`config.mk`:
```
export PLATFORM = sky130hd
export DESIGN_NAME = spi_flash_reader
export DESIGN_NICKNAME = d
export VERILOG_FILES = /design/src/rtl/spi_flash_reader_pkg.sv /design/src/rtl/spi_flash_reader_sck_gen.sv /design/src/rtl/spi_flash_reader.sv
export SDC_FILE = /design/constraint.sdc
export NUM_CORES = 1
export LEC_CHECK = 0
export BUFFER_PORTS_ARGS = -buffer_cell sky130_fd_sc_hd__buf_2
export CORE_ASPECT_RATIO = 2
export CORE_MARGIN = 2
export CORE_UTILIZATION = 55
export CTS_CLUSTER_SIZE = 28
export DETAILED_ROUTE_END_ITERATION = 6
export PLACE_DENSITY_LB_ADDON = 0.15
export REMOVE_ABC_BUFFERS = 1
export SETUP_SLACK_MARGIN = 0.2
export SYNTH_ARGS = -nofsm -noshare
export SYNTH_HDL_FRONTEND = slang
export SYNTH_SLANG_ARGS = --single-unit
```
`constraint.sdc`:
```
create_clock -name clk -period 2.7 [get_ports clk]
set_input_delay 0.27 -clock clk [delete_from_list [all_inputs] [get_ports clk]]
set_output_delay 0.27 -clock clk [all_outputs]
set_load 0.03 [all_outputs]
```
`src/rtl/spi_flash_reader_pkg.sv`:
```
// Shared serial-flash definitions: opcodes, frame sizes and the reader FSM state encoding.
package spi_flash_reader_pkg;

    localparam logic [7:0] CMD_READ  = 8'h03;
    localparam logic [7:0] CMD_RDID  = 8'h9F;
    localparam int         CMD_BITS  = 8;
    localparam int         ADDR_BITS = 24;
    localparam int         HDR_BITS  = CMD_BITS + ADDR_BITS;

    typedef enum logic [2:0] {
        ST_IDLE     = 3'd0,
        ST_CS_SETUP = 3'd1,
        ST_CMD      = 3'd2,
        ST_ADDR     = 3'd3,
        ST_DATA     = 3'd4,
        ST_CS_HOLD  = 3'd5
    } rd_state_e;

    function automatic logic is_shifting(rd_state_e s);
        return (s == ST_CMD) || (s == ST_ADDR) || (s == ST_DATA);
    endfunction

endpackage

```
`src/rtl/spi_flash_reader_sck_gen.sv`:
```
// Mode-0 SPI clock generator: half-period tick every CLK_DIV clk, SPICLK register and edge strobes.
module spi_sck_gen #(
    parameter int CLK_DIV = 2
) (
    input  logic clk,
    input  logic reset_n,
    input  logic clear_i,
    input  logic run_i,
    output logic tick_o,
    output logic rise_o,
    output logic fall_o,
    output logic sck_o
);

    localparam int               DIV_W      = (CLK_DIV > 1) ? $clog2(CLK_DIV) : 1;
    localparam logic [DIV_W-1:0] DIV_RELOAD = DIV_W'(CLK_DIV - 1);

    logic [DIV_W-1:0] div_cnt_q, div_cnt_d;
    logic             sck_q, sck_d;

    always_comb begin
        tick_o    = (div_cnt_q == '0);
        div_cnt_d = div_cnt_q - DIV_W'(1);
        // clear realigns the half-period to the start of a new frame
        if (clear_i || tick_o) begin
            div_cnt_d = DIV_RELOAD;
        end
        rise_o = run_i && tick_o && !sck_q;
        fall_o = run_i && tick_o && sck_q;
        sck_d  = sck_q ^ (run_i && tick_o);
    end

    always_ff @(posedge clk or negedge reset_n) begin
        if (!reset_n) begin
            div_cnt_q <= '0;
            sck_q     <= 1'b0;
        end else begin
            div_cnt_q <= div_cnt_d;
            sck_q     <= sck_d;
        end
    end

    assign sck_o = sck_q;

endmodule

```
`src/rtl/spi_flash_reader.sv`:
```
// Serial-flash READ (0x03 + 24-bit address) controller streaming back len bytes.
// state     | meaning
// IDLE      | CS high, waiting for start
// CS_SETUP  | CS low, SPICLK low one half-period, opcode MSB on MOSI
// CMD       | 8 SPICLK pulses shifting the opcode
// ADDR      | 24 SPICLK pulses shifting the address
// DATA      | 8*len pulses receiving bytes, one rd_valid per byte
// CS_HOLD   | SPICLK low one half-period, then CS high and done
module spi_flash_reader
    import spi_flash_reader_pkg::*;
#(
    parameter int CLK_DIV = 2,
    parameter int LEN_W   = 8
) (
    input  logic             clk,
    input  logic             reset_n,
    input  logic             start,
    input  logic [23:0]      addr,
    input  logic [LEN_W-1:0] len,
    input  logic             SPIMISO,
    output logic             SPICLK,
    output logic             SPIMOSI,
    output logic             chip_select,
    output logic [7:0]       rd_data,
    output logic             rd_valid,
    output logic             busy,
    output logic             done
);

    localparam int CNT_W = LEN_W + 6;

    logic [1:0]          rst_sync_q;
    logic                rst_int_n;
    rd_state_e           state_q, state_d;
    logic [CNT_W-1:0]    rem_q, rem_d;
    logic [LEN_W-1:0]    len_q, len_d;
    logic [HDR_BITS-1:0] shift_out_q, shift_out_d;
    logic [7:0]          shift_in_q, shift_in_d;
    logic [7:0]          rd_data_q, rd_data_d;
    logic                rd_valid_q, rd_valid_d;
    logic                cs_q, cs_d;
    logic                busy_q, busy_d;
    logic                done_q, done_d;
    logic                sck_clear, sck_tick, sck_rise, sck_fall;
    logic [CNT_W-1:0]    data_bits;

    always_ff @(posedge clk or negedge reset_n) begin
        if (!reset_n) begin
            rst_sync_q <= 2'b00;
        end else begin
            rst_sync_q <= {rst_sync_q[0], 1'b1};
        end
    end

    assign rst_int_n = rst_sync_q[1];

    spi_sck_gen #(
        .CLK_DIV (CLK_DIV)
    ) u_sck_gen (
        .clk     (clk),
        .reset_n (rst_int_n),
        .clear_i (sck_clear),
        .run_i   (is_shifting(state_q)),
        .tick_o  (sck_tick),
        .rise_o  (sck_rise),
        .fall_o  (sck_fall),
        .sck_o   (SPICLK)
    );

    // rem_q counts SPICLK rising edges still to come in the frame
    assign data_bits = CNT_W'({len_q, 3'b000});

    always_comb begin
        state_d     = state_q;
        rem_d       = rem_q;
        len_d       = len_q;
        shift_out_d = shift_out_q;
        shift_in_d  = shift_in_q;
        rd_data_d   = rd_data_q;
        rd_valid_d  = 1'b0;
        cs_d        = cs_q;
        busy_d      = busy_q;
        done_d      = 1'b0;
        sck_clear   = 1'b0;

        if (sck_rise) begin
            shift_in_d = {shift_in_q[6:0], SPIMISO};
            rem_d      = rem_q - CNT_W'(1);
        end
        if (sck_fall) begin
            shift_out_d = {shift_out_q[HDR_BITS-2:0], 1'b0};
        end

        unique case (state_q)
            ST_IDLE: begin
                if (start && !done_q) begin
                    if (len == '0) begin
                        done_d = 1'b1;
                    end else begin
                        len_d       = len;
                        rem_d       = CNT_W'(HDR_BITS) + CNT_W'({len, 3'b000});
                        shift_out_d = {CMD_READ, addr};
                        cs_d        = 1'b0;
                        busy_d      = 1'b1;
                        sck_clear   = 1'b1;
                        state_d     = ST_CS_SETUP;
                    end
                end
            end
            ST_CS_SETUP: begin
                if (sck_tick) begin
                    state_d = ST_CMD;
                end
            end
            ST_CMD: begin
                if (sck_rise && (rem_q == data_bits + CNT_W'(ADDR_BITS + 1))) begin
                    state_d = ST_ADDR;
                end
            end
            ST_ADDR: begin
                if (sck_rise && (rem_q == data_bits + CNT_W'(1))) begin
                    state_d = ST_DATA;
                end
            end
            ST_DATA: begin
                if (sck_rise && (rem_q[2:0] == 3'd1)) begin
                    rd_data_d  = {shift_in_q[6:0], SPIMISO};
                    rd_valid_d = 1'b1;
                end
                if (sck_fall && (rem_q == '0)) begin
                    state_d = ST_CS_HOLD;
                end
            end
            ST_CS_HOLD: begin
                if (sck_tick) begin
                    cs_d    = 1'b1;
                    busy_d  = 1'b0;
                    done_d  = 1'b1;
                    state_d = ST_IDLE;
                end
            end
            default: begin
                state_d = ST_IDLE;
            end
        endcase
    end

    always_ff @(posedge clk or negedge rst_int_n) begin
        if (!rst_int_n) begin
            state_q     <= ST_IDLE;
            rem_q       <= '0;
            len_q       <= '0;
            shift_out_q <= '0;
            shift_in_q  <= '0;
            rd_data_q   <= '0;
            rd_valid_q  <= 1'b0;
            cs_q        <= 1'b1;
            busy_q      <= 1'b0;
            done_q      <= 1'b0;
        end else begin
            state_q     <= state_d;
            rem_q       <= rem_d;
            len_q       <= len_d;
            shift_out_q <= shift_out_d;
            shift_in_q  <= shift_in_d;
            rd_data_q   <= rd_data_d;
            rd_valid_q  <= rd_valid_d;
            cs_q        <= cs_d;
            busy_q      <= busy_d;
            done_q      <= done_d;
        end
    end

    assign SPIMOSI     = shift_out_q[HDR_BITS-1];
    assign chip_select = cs_q;
    assign rd_data     = rd_data_q;
    assign rd_valid    = rd_valid_q;
    assign busy        = busy_q;
    assign done        = done_q;

endmodule

```
==> flow_summary.toml, run 1 <==
[cts]
clk_pin_slew_ns = 0.06
cts_buffer_depth = 2
worstSkewPairLatency_ns = 0.34
cts.sinks = 80
cts.root.buffer_cell = "clkbuf_16"
cts_buffers = 9
htree_levels = 3
cts_tree = "yes"

[worst_setup_path]
worstSetupPathType = "reg -> reg"
cp-end-kind = "flop"
max_stage_delay_ns = 0.46
arrival_ns = 2.54
cp_slowest_cell = "dfrtp_2"
r2r_slack_ns = 0.36
r2r_end = "rem_q[10]"
critPathBufInv = 0
worstRegToRegCells = 9
r2r_start = "state_q[1]"
worst-path-max-fanout = 10
cp_top_family = "simple AND/OR/NAND/NOR gates"
cp.depth = 9
crit_start = "state_q[1]"
start_kind = "flop"
cp-endpoint = "rem_q[10]"
cp_cell_sequence = "nor2_2 -> mux2i_1 -> nor2_1 -> ha_2 -> and4bb_2 -> nand2_1 -> or4_1 -> xor2_1 -> o21ai_2"
cp.required_ns = 2.90

[drt]
drtAntennaViolNets = 0
drtIter0Drc = 162
viasPerCell = 5.62
first_pass_iters = 5
drcViolationCount = 0
wl_um = 8430
wl_per_cell_um = 15.5
vias = 3055

[hold_path]
hold_class = "in -> reg"
hold_path_startpoint = "addr[19]"

[layout]
final_core_util_pct = 64.3
fillCellCount = 614
fin_area_um2 = 4640
syn2layout_area_growth_pct = 14.6
finalNetCount = 491
diodes = 0
drive_gt1_share_pct = 21.7

[placement]
dp_hpwl_um = 5960
dpl_cell_area_um2 = 4320
port_buffers = 49
finalWeightedCongestion = 0.910

[logic_synthesis]
ys_types = 54
yosysTopAreaCellShare_pct = 48.8
yosys_warnings = 0
syn_inst = 404
synthesis.area_um2 = 4050
seq_area_frac_synth_pct = 49.5
yosys.area.top_type = "dfrtp_1"
async_reset_ff_share_pct = 100
synth-edff-count = 0
synth_flop_cell = "dfrtp_1"
synthTopCellsByCount = "79 x dfrtp_1, 75 x nand2_1, 40 x o21ai_0"
netlist_top_cells_area = "dfrtp_1 49%, mux2i_1 7.9%, nand2_1 7.0%, o21ai_0 4.9%, xnor2_1 4.8%"
syn_avg_cell_area_um2 = 10.0
synth-seq-cells = 80
synth_most_common_cell = "dfrtp_1"

[grt]
grt_use_total_pct = 22.5
antenna_found_initial = 0
grt_overflow_total = 0
grt_max_degree = 79
grt_pass1_vias = 3061
grt_first_pass_wirelength_um = 13900

[die]
die_h_um = 125
core_area_um2 = 7210
chipWidth_um = 64.7
start_util_pct = 56.2
row_count = 44
die_area_um2 = 8110
ioPinCount = 50

[sta]
fmax_mhz = 427
fin_crit_sh_pct = 86.6
hold_viol = 0
rsz0062_at_grt = "no"
fin_skew_ns = 0.00469
setup_viol = 0
maxSlewHeadroom_pct = 34.3
period_needed_ns = 2.34
tightestPinTransition_ns = 0.986
final_max_slew_viol_count = 0

[power_and_ir_drop]
total_power_w = 0.00524
ir_drop_mv = 0.555
powerDensity_nw_per_um2 = 1130
leakagePower_nw = 2.07

[outcome]
outcome = "finished, final reports clean"

[job]
drv_cap = 0
==> worst reg2reg max path, stage by stage (launching register included) <==
cell      delay, ns
dfrtp_2        0.46
nor2_2         0.18
mux2i_1        0.11
nor2_1         0.15
ha_2           0.23
and4bb_2       0.27
nand2_1        0.12
or4_1          0.43
xor2_1         0.18
o21ai_2        0.07
==> worst min-delay path by stage <==
stage                 endpoint  slack [ns]  cells after the start
2_1_floorplan    rst_sync_q[0]       -0.03                      0
3_3_place_gp     rst_sync_q[0]        0.05                      1
3_5_place_dp     rst_sync_q[0]        0.06                      1
4_1_cts         shift_out_q[0]        0.13                      3
5_1_grt         shift_out_q[0]        0.15                      3
6_report       shift_out_q[19]        0.14                      3
==> logic make-up after synthesis <==
logic type      count (synthesis)  synth area share, %
simple gates                  144                 17.6
flops                          80                 49.5
compound gates                 64                 9.70
mux                            41                 10.4
buf+inv                        40                 4.66
xor+xnor                       26                 5.62
fa+ha+maj                       8                 2.47
other cells                     1               0.0926
==> layout make-up <==
type | count | area (um^2) | area share [%]
Clock buffer | 11 | 243 | 5.23
Timing Repair Buffer | 54 | 285 | 6.15
Inverter | 18 | 67.6 | 1.46
Sequential cell | 80 | 2010 | 43.3
Tap cell | 92 | 115 | 2.48
Multi-Input combinational cell | 284 | 1860 | 40.2
Clock inverter | 5 | 56.3 | 1.21
==> flip-flops by register name, summed over array words and instances (netlist names) <==
name / count
rem_q: 14
rst_sync_q: 2
done: 1
rd_data: 8
rd_valid: 1
busy: 1
shift_in_q: 7
len_q: 8
u_sck_gen.sck_o: 1
chip_select: 1
u_sck_gen.div_cnt_q: 1
shift_out_q: 32
state_q: 3
==> metal layers <==
| layer | global-route usage, % | wire (um) | up-vias | share of wire [%] |
|---|---|---|---|---|
| met1 | 24.2 | 3160 | 1500 | 38 |
| met2 | 40.0 | 4660 | 67 | 55 |
| met4 | 11.6 | 298 | 0 | 3.5 |
| met5 | 0 | 0 | - | 0 |
| li1 | - | - | 1469 | - |
| met3 | 5.22 | 309 | 19 | 3.7 |
==> cells in the final DEF, fill, tap and decap left out, types with 5 or more instances in the layout <==
| cell | netlist | final |
|---|---|---|
| a21oi_1 | 7 | 7 |
| buf_2 | 10 | 49 |
| clkbuf_16 | 0 | 9 |
| dfrtp_1 | 79 | 76 |
| ha_1 | 8 | 6 |
| inv_1 | 17 | 17 |
| mux2_2 | 9 | 9 |
| mux2i_1 | 32 | 32 |
| nand2_1 | 75 | 75 |
| nand3_1 | 6 | 6 |
| nand4_1 | 5 | 5 |
| nor2_1 | 19 | 19 |
| o21ai_0 | 40 | 40 |
| xnor2_1 | 22 | 22 |
==> per-stage QoR <==
stage | TNS, ns | hold slack, ns | instances | setup slack [ns]
after floorplan | -0.0692 | -0.0256 | 382 | -0.0692
after global placement | 0 | 0.0547 | 526 | 0.427
after detailed placement | 0 | 0.0573 | 526 | 0.314
after CTS | 0 | 0.128 | 543 | 0.308
after global routing | 0 | 0.151 | 544 | 0.216
final | 0 | 0.137 | 544 | 0.361
==> where the power goes <==
| part | internal, W | switching [W] |
|---|---|---|
| registers | 0.00170 | 0.000530 |
| clock network | 0.000739 | 0.000463 |
| logic | 0.000881 | 0.000920 |
| total | 0.00332 | 0.00191 |
==> repair_timing <==
action | 4_1_cts | 5_1_grt
hold buffers | 1 | 0
gates resized for setup | 0 | 3
endpoints found under the setup margin | 0 | 3
buffers inserted | 0 | 1
hold endpoints to repair | 2 | 0
No activity file was read; power rests on OpenSTA's default activity.
==> inputs of run 2 (changes only) <==
- SYNTH_HIERARCHICAL: default -> 1
==> run 2 against run 1 <==
Net effect: sequential share of layout area shrank 0.58 points; setup slack improved by 0.011 ns; area after synthesis decreased by 2.7%.
==> flow_summary.toml, run 2 <==
[drt]
viasPerCell = 5.36
wl_per_cell_um = 14.8
vias = 2843
drcViolationCount = 0
drtIter0Drc = 136
first_pass_iters = 4
wl_um = 7870
drtAntennaViolNets = 0

[logic_synthesis]
yosys.area.top_type = "dfrtp_1"
yosysTopAreaCellShare_pct = 50.2
ys_types = 49
async_reset_ff_share_pct = 100
synth_flop_cell = "dfrtp_1"
synth-seq-cells = 80
netlist_top_cells_area = "dfrtp_1 50%, mux2i_1 7.9%, nand2_1 5.2%, xnor2_1 5.1%, o21ai_0 4.3%"
synthesis.area_um2 = 3940
syn_avg_cell_area_um2 = 10.3
synth-edff-count = 0
synth_most_common_cell = "dfrtp_1"
syn_inst = 381
yosys_warnings = 6
synthTopCellsByCount = "79 x dfrtp_1, 55 x nand2_1, 34 x o21ai_0"
seq_area_frac_synth_pct = 50.8

[power_and_ir_drop]
leakagePower_nw = 2.10
ir_drop_mv = 0.722
powerDensity_nw_per_um2 = 1150
total_power_w = 0.00538

[placement]
dp_hpwl_um = 5610
dpl_cell_area_um2 = 4280
finalWeightedCongestion = 0.825
port_buffers = 49

[worst_setup_path]
start_kind = "flop"
cp.required_ns = 2.96
crit_top_cell = "a31oi_1"
max_stage_delay_ns = 0.44
worstSetupPathType = "reg -> reg"
cp_slowest_cell = "dfrtp_2"
arrival_ns = 2.58
cp_top_family = "simple AND/OR/NAND/NOR gates"
cp-end-kind = "flop"
cp_cell_sequence = "nor2_4 -> nand2_2 -> o21ai_2 -> nor2b_4 -> ha_4 -> nand3b_1 -> nor4_2 -> a31oi_1 -> or3_4 -> xnor2_1 -> a31oi_1"
critPathBufInv = 0
worst-path-max-fanout = 5

[grt]
grt_pass1_vias = 2868
grt_overflow_total = 0
grt_max_degree = 79
grt_first_pass_wirelength_um = 13100
grt-busiest-layer = "met2"
gr-usage-met3_pct = 4.16
antenna_found_initial = 0
met2_usage_pct = 38.9
grt_use_total_pct = 21.7
met1_usage_pct = 24.0

[sta]
fin_crit_sh_pct = 86.2
tightestPinTransition_ns = 0.994
period_needed_ns = 2.33
setup_tns_ns = 0
rsz0062_at_grt = "yes"
setup_viol = 0
hold_ws_ns = 0.138
fmax_mhz = 429
hold_viol = 0
maxSlewHeadroom_pct = 33.7
final_max_slew_viol_count = 0
fin_skew_ns = 0.00635

[cts]
cts_buffers = 9
clk_pin_slew_ns = 0.06
cts.root.buffer_cell = "clkbuf_16"
htree_levels = 3
cts_buffer_depth = 2
worstSkewPairLatency_ns = 0.33
cts_tree = "yes"
cts.sinks = 80

[layout]
finalNetCount = 478
largest_reg_flops = 32
diodes = 0
layout_common_cells = "77 x dfrtp_1, 54 x nand2_1, 49 x buf_2"
final_core_util_pct = 67.7
fin_area_um2 = 4700
reg_top3 = "shift_out_q (32), rem_q (14)"
layout_commonest_cell = "dfrtp_1"
drive_gt1_share_pct = 25.9
largest_register = "shift_out_q"
syn2layout_area_growth_pct = 19.2

[outcome]
outcome = "finished, final reports clean"

[die]
chipWidth_um = 63.9
row_count = 43
ioPinCount = 50
die_area_um2 = 7900
start_util_pct = 56.8
die_h_um = 124
core_area_um2 = 6940

[job]
drv_cap = 0

[hold_path]
hold_class = "in -> reg"
-- run 2: area by class of cell --
type / instances / area, um^2
inverters: 15 / 56.3
multi-input cells: 268 / 1860
fillers: 552 / 2240
clock inverters: 7 / 104
well taps: 90 / 113
flip-flops and latches: 80 / 2010
repair buffers: 61 / 338
clock buffers: 9 / 225
-- run 2: worst reg2reg max path: cells and delay by family (launching register included) --
kind | cells | cell delay, ns
AOI/OAI and AO/OA | 3 | 0.33
xor gates and xnor gates | 1 | 0.13
adders and majority gates | 1 | 0.16
DFF | 1 | 0.44
and+or+nand+nor | 6 | 1.19
-- run 2: repair_timing --
| item | in CTS | in global routing |
|---|---|---|
| endpoints found under the hold margin | 2 | 0 |
| endpoints found under the setup margin | 7 | 10 |
| gates resized for setup | 3 | 11 |
| buffers inserted | 0 | 3 |
| pin swaps | 0 | 7 |
| hold buffers | 1 | 0 |
-- run 2: per-stage QoR --
stage / instances / setup slack [ns]
floorplan: 363 / -0.446
global route: 530 / 0.172
detailed placement: 510 / 0.0865
global placement: 510 / 0.217
CTS: 527 / 0.172
finish: 530 / 0.371
-- run 2: cells by family (layout without fill, tap and decap cells) --
kind of cell / Yosys count / count (layout) / share of synthesized area, %
other cells: 1 / 1 / 0.0951
simple gates: 123 / 123 / 15.4
compound gates: 60 / 60 / 8.54
mux: 46 / 46 / 12.2
buf+inv: 33 / 92 / 3.71
flops: 80 / 80 / 50.8
fa+ha+maj: 7 / 7 / 2.22
xor+xnor: 31 / 31 / 7.08
-- run 2: per-layer routing --
metal | part of all wire, % | vias to the layer above
met5 | 0 | -
met4 | 3.2 | 0
met3 | 3.7 | 21
met2 | 55 | 61
met1 | 38 | 1354
li1 | - | 1407
-- run 2: power breakdown --
group          switching, W  internal (W)
combinational       0.00101      0.000903
clock              0.000487      0.000820
sequential         0.000476       0.00168
total               0.00197       0.00341
-- run 2: final timing paths --
path	start	end	slack, ns	cells after the start
max	state_q[1]	state_q[0]	0.37	11
min	addr[11]	shift_out_q[11]	0.14	3
max reg2reg	state_q[1]	state_q[0]	0.37	11
min reg2reg	rst_sync_q[0]	rst_sync_q[1]	0.36	0
max in group asynchronous	rst_sync_q[1]	state_q[1]	1.51	0
min in group asynchronous	reset_n	rst_sync_q[1]	0.25	2
